`config.mk`:
```
export PLATFORM = sky130hd
export DESIGN_NAME = dmem_dump_unit_flat
export DESIGN_NICKNAME = d
export VERILOG_FILES = /design/src/rtl/dmem_dump_unit_pkg.sv /design/src/rtl/dmem_dump_unit_if.sv /design/src/rtl/dmem_dump_unit_pc_halt_detector.sv /design/src/rtl/dmem_dump_unit.sv /design/src/flat_wrapper.sv
export SDC_FILE = /design/constraint.sdc
export NUM_CORES = 1
export LEC_CHECK = 0
export CAP_MARGIN = 25
export CORE_MARGIN = 4
export CORE_UTILIZATION = 48
export CTS_BUF_LIST = sky130_fd_sc_hd__clkbuf_8 sky130_fd_sc_hd__clkbuf_16
export CTS_CLUSTER_SIZE = 16
export DETAILED_ROUTE_END_ITERATION = 10
export PLACE_DENSITY_LB_ADDON = 0.08
export SYNTH_ARGS = -nofsm -noshare
export SYNTH_HDL_FRONTEND = slang
export SYNTH_SLANG_ARGS = --single-unit
```
`constraint.sdc`:
```
create_clock -name clk -period 2.2 [get_ports clk]
set_clock_uncertainty 0.2 [all_clocks]
set_input_delay 0.33 -clock clk [delete_from_list [all_inputs] [get_ports clk]]
set_output_delay 0.33 -clock clk [all_outputs]
set_load 0.01 [all_outputs]
```
`src/rtl/dmem_dump_unit_pkg.sv`:
```
// Shared defaults, FSM state encoding and helpers for the data-memory dump unit.
package dmem_dump_unit_pkg;

  localparam int DUMP_BASE_ADDR   = 96;
  localparam int DUMP_NUM_WORDS   = 32;
  localparam int DUMP_HALT_CYCLES = 16;

  typedef enum logic [2:0] {
    ST_IDLE = 3'd0,
    ST_RD   = 3'd1,
    ST_WAIT = 3'd2,
    ST_HOLD = 3'd3,
    ST_DONE = 3'd4
  } dump_state_e;

  function automatic logic is_busy(dump_state_e s);
    return (s == ST_RD) || (s == ST_WAIT) || (s == ST_HOLD);
  endfunction

endpackage

```
`src/rtl/dmem_dump_unit_if.sv`:
```
// Memory read port plus valid/ready dump stream between the dump unit and its neighbours.
interface dmem_dump_unit_if #(
  parameter int DATA_WIDTH = 32,
  parameter int ADDR_WIDTH = 10
) ();

  logic                  mem_rd_en;
  logic [ADDR_WIDTH-1:0] mem_rd_addr;
  logic [DATA_WIDTH-1:0] mem_rd_data;

  logic                  dump_valid;
  logic                  dump_ready;
  logic [DATA_WIDTH-1:0] dump_data;
  logic [ADDR_WIDTH-1:0] dump_addr;
  logic                  dump_last;

  modport master (
    output mem_rd_en, mem_rd_addr,
    input  mem_rd_data,
    output dump_valid, dump_data, dump_addr, dump_last,
    input  dump_ready
  );

  modport slave (
    input  mem_rd_en, mem_rd_addr,
    output mem_rd_data,
    input  dump_valid, dump_data, dump_addr, dump_last,
    output dump_ready
  );

endinterface

```
`src/rtl/dmem_dump_unit_pc_halt_detector.sv`:
```
// Declares a CPU halt once the PC has compared equal to its previous value for
// HALT_CYCLES-1 counted cycles plus the current one; frozen while i_en is low.
module pc_halt_detector
  import dmem_dump_unit_pkg::*;
#(
  parameter int PC_WIDTH    = 32,
  parameter int HALT_CYCLES = DUMP_HALT_CYCLES
) (
  input  logic                clk,
  input  logic                rst_n,
  input  logic                i_en,
  input  logic [PC_WIDTH-1:0] i_pc,
  output logic                o_halt
);

  localparam int            CW      = $clog2(HALT_CYCLES);
  localparam logic [CW-1:0] CNT_MAX = CW'(HALT_CYCLES - 1);

  logic [PC_WIDTH-1:0] r_prev_pc;
  logic [CW-1:0]       r_stable_cnt;
  logic                w_same;

  assign w_same = (i_pc == r_prev_pc);
  assign o_halt = i_en && w_same && (r_stable_cnt == CNT_MAX);

  always_ff @(posedge clk or negedge rst_n) begin
    if (!rst_n) begin
      r_prev_pc    <= '0;
      r_stable_cnt <= '0;
    end else if (i_en) begin
      r_prev_pc <= i_pc;
      if (!w_same)
        r_stable_cnt <= '0;
      else if (r_stable_cnt != CNT_MAX)
        r_stable_cnt <= r_stable_cnt + CW'(1);
    end
  end

endmodule

```
`src/rtl/dmem_dump_unit.sv`:
```
// Post-run extractor: on halt or force_dump, reads a fixed window of data memory
// (1-cycle read latency) and streams each word out over valid/ready.
module dmem_dump_unit
  import dmem_dump_unit_pkg::*;
#(
  parameter int PC_WIDTH    = 32,
  parameter int DATA_WIDTH  = 32,
  parameter int ADDR_WIDTH  = 10,
  parameter int BASE_ADDR   = DUMP_BASE_ADDR,
  parameter int NUM_WORDS   = DUMP_NUM_WORDS,
  parameter int HALT_CYCLES = DUMP_HALT_CYCLES
) (
  input  logic                clk,
  input  logic                rst_n,
  input  logic [PC_WIDTH-1:0] ext_pc,
  input  logic                force_dump,
  dmem_dump_unit_if.master    bus,
  output logic                busy,
  output logic                done
);

  // One extra index bit so the counter never wraps on the final word.
  localparam int            IW       = $clog2(NUM_WORDS) + 1;
  localparam logic [IW-1:0] LAST_IDX = IW'(NUM_WORDS - 1);

  dump_state_e r_state, w_state_nxt;
  logic [IW-1:0] r_idx, w_idx_nxt;
  logic w_halt, w_start, w_hs;

  logic                  r_rd_en;
  logic [ADDR_WIDTH-1:0] r_rd_addr;
  logic                  r_valid;
  logic [DATA_WIDTH-1:0] r_data;
  logic [ADDR_WIDTH-1:0] r_addr;
  logic                  r_last;
  logic                  r_busy;
  logic                  r_done;

  pc_halt_detector #(
    .PC_WIDTH    (PC_WIDTH),
    .HALT_CYCLES (HALT_CYCLES)
  ) u_halt (
    .clk    (clk),
    .rst_n  (rst_n),
    .i_en   (r_state == ST_IDLE),
    .i_pc   (ext_pc),
    .o_halt (w_halt)
  );

  assign w_start = (r_state == ST_IDLE) && (w_halt || force_dump);
  assign w_hs    = (r_state == ST_HOLD) && bus.dump_ready;

  always_comb begin
    w_state_nxt = r_state;
    w_idx_nxt   = r_idx;
    case (r_state)
      ST_IDLE: if (w_start) begin
        w_state_nxt = ST_RD;
        w_idx_nxt   = '0;
      end
      ST_RD:   w_state_nxt = ST_WAIT;
      ST_WAIT: w_state_nxt = ST_HOLD;
      ST_HOLD: if (w_hs) begin
        if (r_last) begin
          w_state_nxt = ST_DONE;
        end else begin
          w_state_nxt = ST_RD;
          w_idx_nxt   = r_idx + IW'(1);
        end
      end
      ST_DONE: w_state_nxt = ST_DONE;
      default: w_state_nxt = ST_IDLE;
    endcase
  end

  always_ff @(posedge clk or negedge rst_n) begin
    if (!rst_n) begin
      r_state <= ST_IDLE;
      r_idx   <= '0;
    end else begin
      r_state <= w_state_nxt;
      r_idx   <= w_idx_nxt;
    end
  end

  // Outputs are registered off the next state so they line up with the state they describe.
  always_ff @(posedge clk or negedge rst_n) begin
    if (!rst_n) begin
      r_rd_en   <= 1'b0;
      r_rd_addr <= '0;
      r_valid   <= 1'b0;
      r_data    <= '0;
      r_addr    <= '0;
      r_last    <= 1'b0;
      r_busy    <= 1'b0;
      r_done    <= 1'b0;
    end else begin
      r_rd_en <= (w_state_nxt == ST_RD);
      r_busy  <= is_busy(w_state_nxt);
      if (w_state_nxt == ST_RD)
        r_rd_addr <= ADDR_WIDTH'(BASE_ADDR) + ADDR_WIDTH'(w_idx_nxt);
      if (r_state == ST_WAIT) begin
        r_data  <= bus.mem_rd_data;
        r_addr  <= r_rd_addr;
        r_last  <= (r_idx == LAST_IDX);
        r_valid <= 1'b1;
      end
      if (w_hs) begin
        r_valid <= 1'b0;
        if (r_last)
          r_done <= 1'b1;
      end
    end
  end

  assign bus.mem_rd_en   = r_rd_en;
  assign bus.mem_rd_addr = r_rd_addr;
  assign bus.dump_valid  = r_valid;
  assign bus.dump_data   = r_data;
  assign bus.dump_addr   = r_addr;
  assign bus.dump_last   = r_last;
  assign busy            = r_busy;
  assign done            = r_done;

endmodule
```
`src/flat_wrapper.sv`:
```
// flat-port wrapper written by rule: the top's interface ports become plain ports
module dmem_dump_unit_flat import dmem_dump_unit_pkg::*;
#(
  parameter int PC_WIDTH    = 32,
  parameter int DATA_WIDTH  = 32,
  parameter int ADDR_WIDTH  = 10,
  parameter int BASE_ADDR   = DUMP_BASE_ADDR,
  parameter int NUM_WORDS   = DUMP_NUM_WORDS,
  parameter int HALT_CYCLES = DUMP_HALT_CYCLES
)
  (clk, rst_n, ext_pc, force_dump, busy, done, bus_mem_rd_en, bus_mem_rd_addr, bus_mem_rd_data, bus_dump_valid, bus_dump_data, bus_dump_addr, bus_dump_last, bus_dump_ready);
  dmem_dump_unit_if #(.DATA_WIDTH(DATA_WIDTH), .ADDR_WIDTH(ADDR_WIDTH)) bus_i ();
  input  logic clk;
  input  logic rst_n;
  input  logic [PC_WIDTH-1:0] ext_pc;
  input  logic force_dump;
  output logic busy;
  output logic done;
  output wire logic [$bits(bus_i.mem_rd_en)-1:0] bus_mem_rd_en;
  output wire logic [$bits(bus_i.mem_rd_addr)-1:0] bus_mem_rd_addr;
  input wire logic [$bits(bus_i.mem_rd_data)-1:0] bus_mem_rd_data;
  output wire logic [$bits(bus_i.dump_valid)-1:0] bus_dump_valid;
  output wire logic [$bits(bus_i.dump_data)-1:0] bus_dump_data;
  output wire logic [$bits(bus_i.dump_addr)-1:0] bus_dump_addr;
  output wire logic [$bits(bus_i.dump_last)-1:0] bus_dump_last;
  input wire logic [$bits(bus_i.dump_ready)-1:0] bus_dump_ready;
  assign bus_mem_rd_en = bus_i.mem_rd_en;
  assign bus_mem_rd_addr = bus_i.mem_rd_addr;
  assign bus_i.mem_rd_data = bus_mem_rd_data;
  assign bus_dump_valid = bus_i.dump_valid;
  assign bus_dump_data = bus_i.dump_data;
  assign bus_dump_addr = bus_i.dump_addr;
  assign bus_dump_last = bus_i.dump_last;
  assign bus_i.dump_ready = bus_dump_ready;
  dmem_dump_unit #(.PC_WIDTH(PC_WIDTH), .DATA_WIDTH(DATA_WIDTH), .ADDR_WIDTH(ADDR_WIDTH), .BASE_ADDR(BASE_ADDR), .NUM_WORDS(NUM_WORDS), .HALT_CYCLES(HALT_CYCLES)) u_core (.clk(clk), .rst_n(rst_n), .ext_pc(ext_pc), .force_dump(force_dump), .bus(bus_i), .busy(busy), .done(done));
endmodule
```
==> results.sh <==
export IMPL_setup_viol=0
export IMPL_place_port_buffers=120
export IMPL_detail_route_first_pass_iterations=6
export IMPL_ioPinCount=125
export IMPL_post_dp_cell_area_um2=5770
export IMPL_layout_common_cells="119 x sky130_fd_sc_hd__clkdlybuf4s50_1, 112 x sky130_fd_sc_hd__nand2_1, 96 x sky130_fd_sc_hd__dfrtp_1"
export IMPL_antennaDiodeCount=0
export IMPL_leakage_nw=2.71
export IMPL_final_layout_size_suffix_gt1_share_pct=20.2
export IMPL_ff2ff_path_depth=7
export IMPL_postSynth_topFlopCell="sky130_fd_sc_hd__dfrtp_1"
export IMPL_grt_antenna_before_repair=0
export IMPL_most_common_cell_after_layout_fill_and_taps_aside="sky130_fd_sc_hd__clkdlybuf4s50_1"
export IMPL_fp_coreArea_um2=8760
export IMPL_maxCapViolations=0
export IMPL_final_area_um2=6000
export IMPL_crit_path_start="u_core.u_halt.r_prev_pc[27]"
export IMPL_report_final_slew_viol_count=0
export IMPL_criticalPathCategory="register to register"
export IMPL_vdd_ir_drop_max_mv=0.622
export IMPL_cp_start_kind="register"
export IMPL_syn_mean_instance_area_um2=11.3
export IMPL_yosys_warnings=0
export IMPL_grt_pass1_wl_mm=15.2
export IMPL_crit_end="u_core.u_halt.r_stable_cnt[0]"
export IMPL_synth_area_top_cells="sky130_fd_sc_hd__dfrtp_1 56%, sky130_fd_sc_hd__mux2_2 11%, sky130_fd_sc_hd__nand2_1 9.7%"
export IMPL_placementRows=34
export IMPL_fin_worst_hold_slack_ns=0.293
export IMPL_critical_path_required_ns=2.29
export IMPL_fin_crit_ns=2.10
export IMPL_remaining_drc_errors=0
export IMPL_yosys_register_bits=96
export IMPL_grt_pass1_vias=3349
export IMPL_maxSlewHeadroom_pct=62.1
export IMPL_synthesis_area_um2=4320
export IMPL_route_final_wire_length_mm=9.03
export IMPL_dp_cells=616
export IMPL_power_density_cell_area_nw_per_um2=1270
export IMPL_r2r_setup_slack_ns=0.10
export IMPL_timing_rr_start="u_core.u_halt.r_prev_pc[27]"
export IMPL_total_power_mw=7.61
export IMPL_drt_antenna_violating_nets=0
export IMPL_synth_edff_count=0
export IMPL_floorplan_die_height_um=103
export IMPL_yosys_cell_types=48
export IMPL_yosysTopAreaCell="sky130_fd_sc_hd__dfrtp_1"
export IMPL_synthArstFlopShare_pct=100
export IMPL_post_cts_buffers=0
export IMPL_critical_path_endpoint_type="register"
export IMPL_fin_crit_sh_pct=95.4
export IMPL_route_detailed_wl_per_inst_um=14.3
export IMPL_design_die_area_um2=10600
export IMPL_drtIter0Drc=75
export IMPL_finalWeightedCongestion=0.844
export IMPL_chipWidth_um=103
export IMPL_finalNonFillerCells=633
export IMPL_timing_rr_end="u_core.u_halt.r_stable_cnt[0]"
export IMPL_fmax_mhz=477
export IMPL_synthesis_instances=384
export IMPL_num_nets_final=590
export IMPL_clock_latency_ns=0.36
export IMPL_tritoncts="done"
export IMPL_tritoncts_num_sinks=96
export IMPL_max_slew_worst_pin_slew_ns=0.569
export IMPL_synth_sequential_area_ratio_pct=55.6
export IMPL_cts_inserted_buffers=9
export IMPL_routed_via_count=3199
export IMPL_cts_root_buf="sky130_fd_sc_hd__clkbuf_8"
export IMPL_dpl_hpwl_mm=6.74
export IMPL_number_of_filler_cells_placed_in_the_layout=667
export IMPL_initial_utilization_pct=49.3
export IMPL_via_per_inst=5.05
export IMPL_hold_path_class="primary input to async pin"
export IMPL_crit_path_max_fanout=4
export IMPL_grt_start_max_net_pins=44
export IMPL_clk_path_buf_depth=2
export IMPL_path_clk_slew_ns=0.10
export IMPL_final_hold_violation_count=0
export IMPL_grt_util_all_layers_pct=18.2
export IMPL_area_growth_syn_to_layout_pct=38.8
export IMPL_outcome="finished, final reports clean"
export IMPL_timing_critical_path_arrival_ns=2.19
export IMPL_global_route_overflow_total=0
export IMPL_synth_top_cell_area_share_pct=55.6
export IMPL_cts_htree_levels=3
[cells by family after synthesis]
group           Yosys count  share of synthesized area, %
simple gates            162                          18.7
flops                    96                          55.6
mux                      41                          10.7
xor+xnor                 32                          6.48
compound gates           26                          4.80
buf+inv                  24                          3.15
fa+ha+maj                 2                         0.579
other cells               1                        0.0867
[stage by stage]
step	TNS [ns]	setup WS [ns]	utilization, %
2_1_floorplan	0	0.182	-
3_3_place_gp	-5.81	-0.328	65.9
3_5_place_dp	-5.61	-0.356	65.9
4_1_cts	0	0.0295	68.4
5_1_grt	-0.0945	-0.0409	68.5
6_report	0	0.102	68.5
[cell usage after synthesis (all sizes together) (4+ instances only)]
cell and number:
nand4 6, dfrtp 96, nor2 10, o21ai 5
a211oi 4, a21oi 5, clkbuf 6, mux2 41
buf 15, nand2 112, nand3 5, nor4 9
xor2 32
[critical path: stages (launching register included)]
cell and delay, ns:
sky130_fd_sc_hd__dfrtp_1 0.40, sky130_fd_sc_hd__xor2_1 0.18, sky130_fd_sc_hd__nor4_2 0.33, sky130_fd_sc_hd__buf_4 0.17
sky130_fd_sc_hd__nand4_2 0.13, sky130_fd_sc_hd__buf_4 0.20, sky130_fd_sc_hd__o31ai_2 0.25, sky130_fd_sc_hd__a22o_1 0.18
[worst min-delay path by stage]
stage | end | depth (start not counted) | slack (ns)
floorplan | u_core.bus.dump_addr[0] | 0 | -0.17
global placement | u_core.bus.dump_data[10] | 1 | 0.16
detailed placement | u_core.bus.dump_data[10] | 1 | 0.17
CTS | u_core.bus.dump_data[10] | 2 | 0.31
global route | u_core.u_halt.r_prev_pc[3] | 2 | 0.33
finish | u_core.bus.dump_data[10] | 2 | 0.29
[sequential cells by signal, summed over array words and instances, names as in the netlist]
register and flops:
u_core.busy 1, u_core.done 1, u_core.u_halt.r_stable_cnt 4, u_core.bus.dump_valid 1, u_core.bus.dump_addr 7, u_core.bus.dump_data 32
u_core.r_idx 6, u_core.bus.mem_rd_addr 7, u_core.bus.mem_rd_en 1, u_core.bus.dump_last 1, u_core.u_halt.r_prev_pc 32, u_core.r_state 3
[cell type report]
type                            instances  area, µm²  area share, %
Timing Repair Buffer                  143       1420           23.7
Clock buffer                           11        151           2.52
Sequential cell                        96       2400           40.0
Inverter                                3       11.3          0.188
Clock inverter                          5       56.3          0.938
Multi-Input combinational cell        267       1820           30.3
Tap cell                              108        135           2.25
[metal layers]
layer  vias up  track usage (%)  share of wire (%)
met5         -                0                  0
met2        95             29.0                 47
met1      1541             22.7                 42
met3        17             5.82                8.9
li1       1546                -                  -
met4         0             8.17                1.9
[power by group]
group          internal [mW]  leakage [nW]  switching, mW
sequential              2.57          1.17          0.498
clock                  0.584        0.0990          0.597
combinational           1.95          1.44           1.41
[what timing repair did]
action / 4_1_cts / 5_1_grt
gates resized for setup: 1 / 1
endpoints found under the setup margin: 2 / 17
pin swaps: 0 / 1
hold buffers: 1 / 0
hold endpoints to repair: 40 / 0
(Power assumes the default switching activity.)
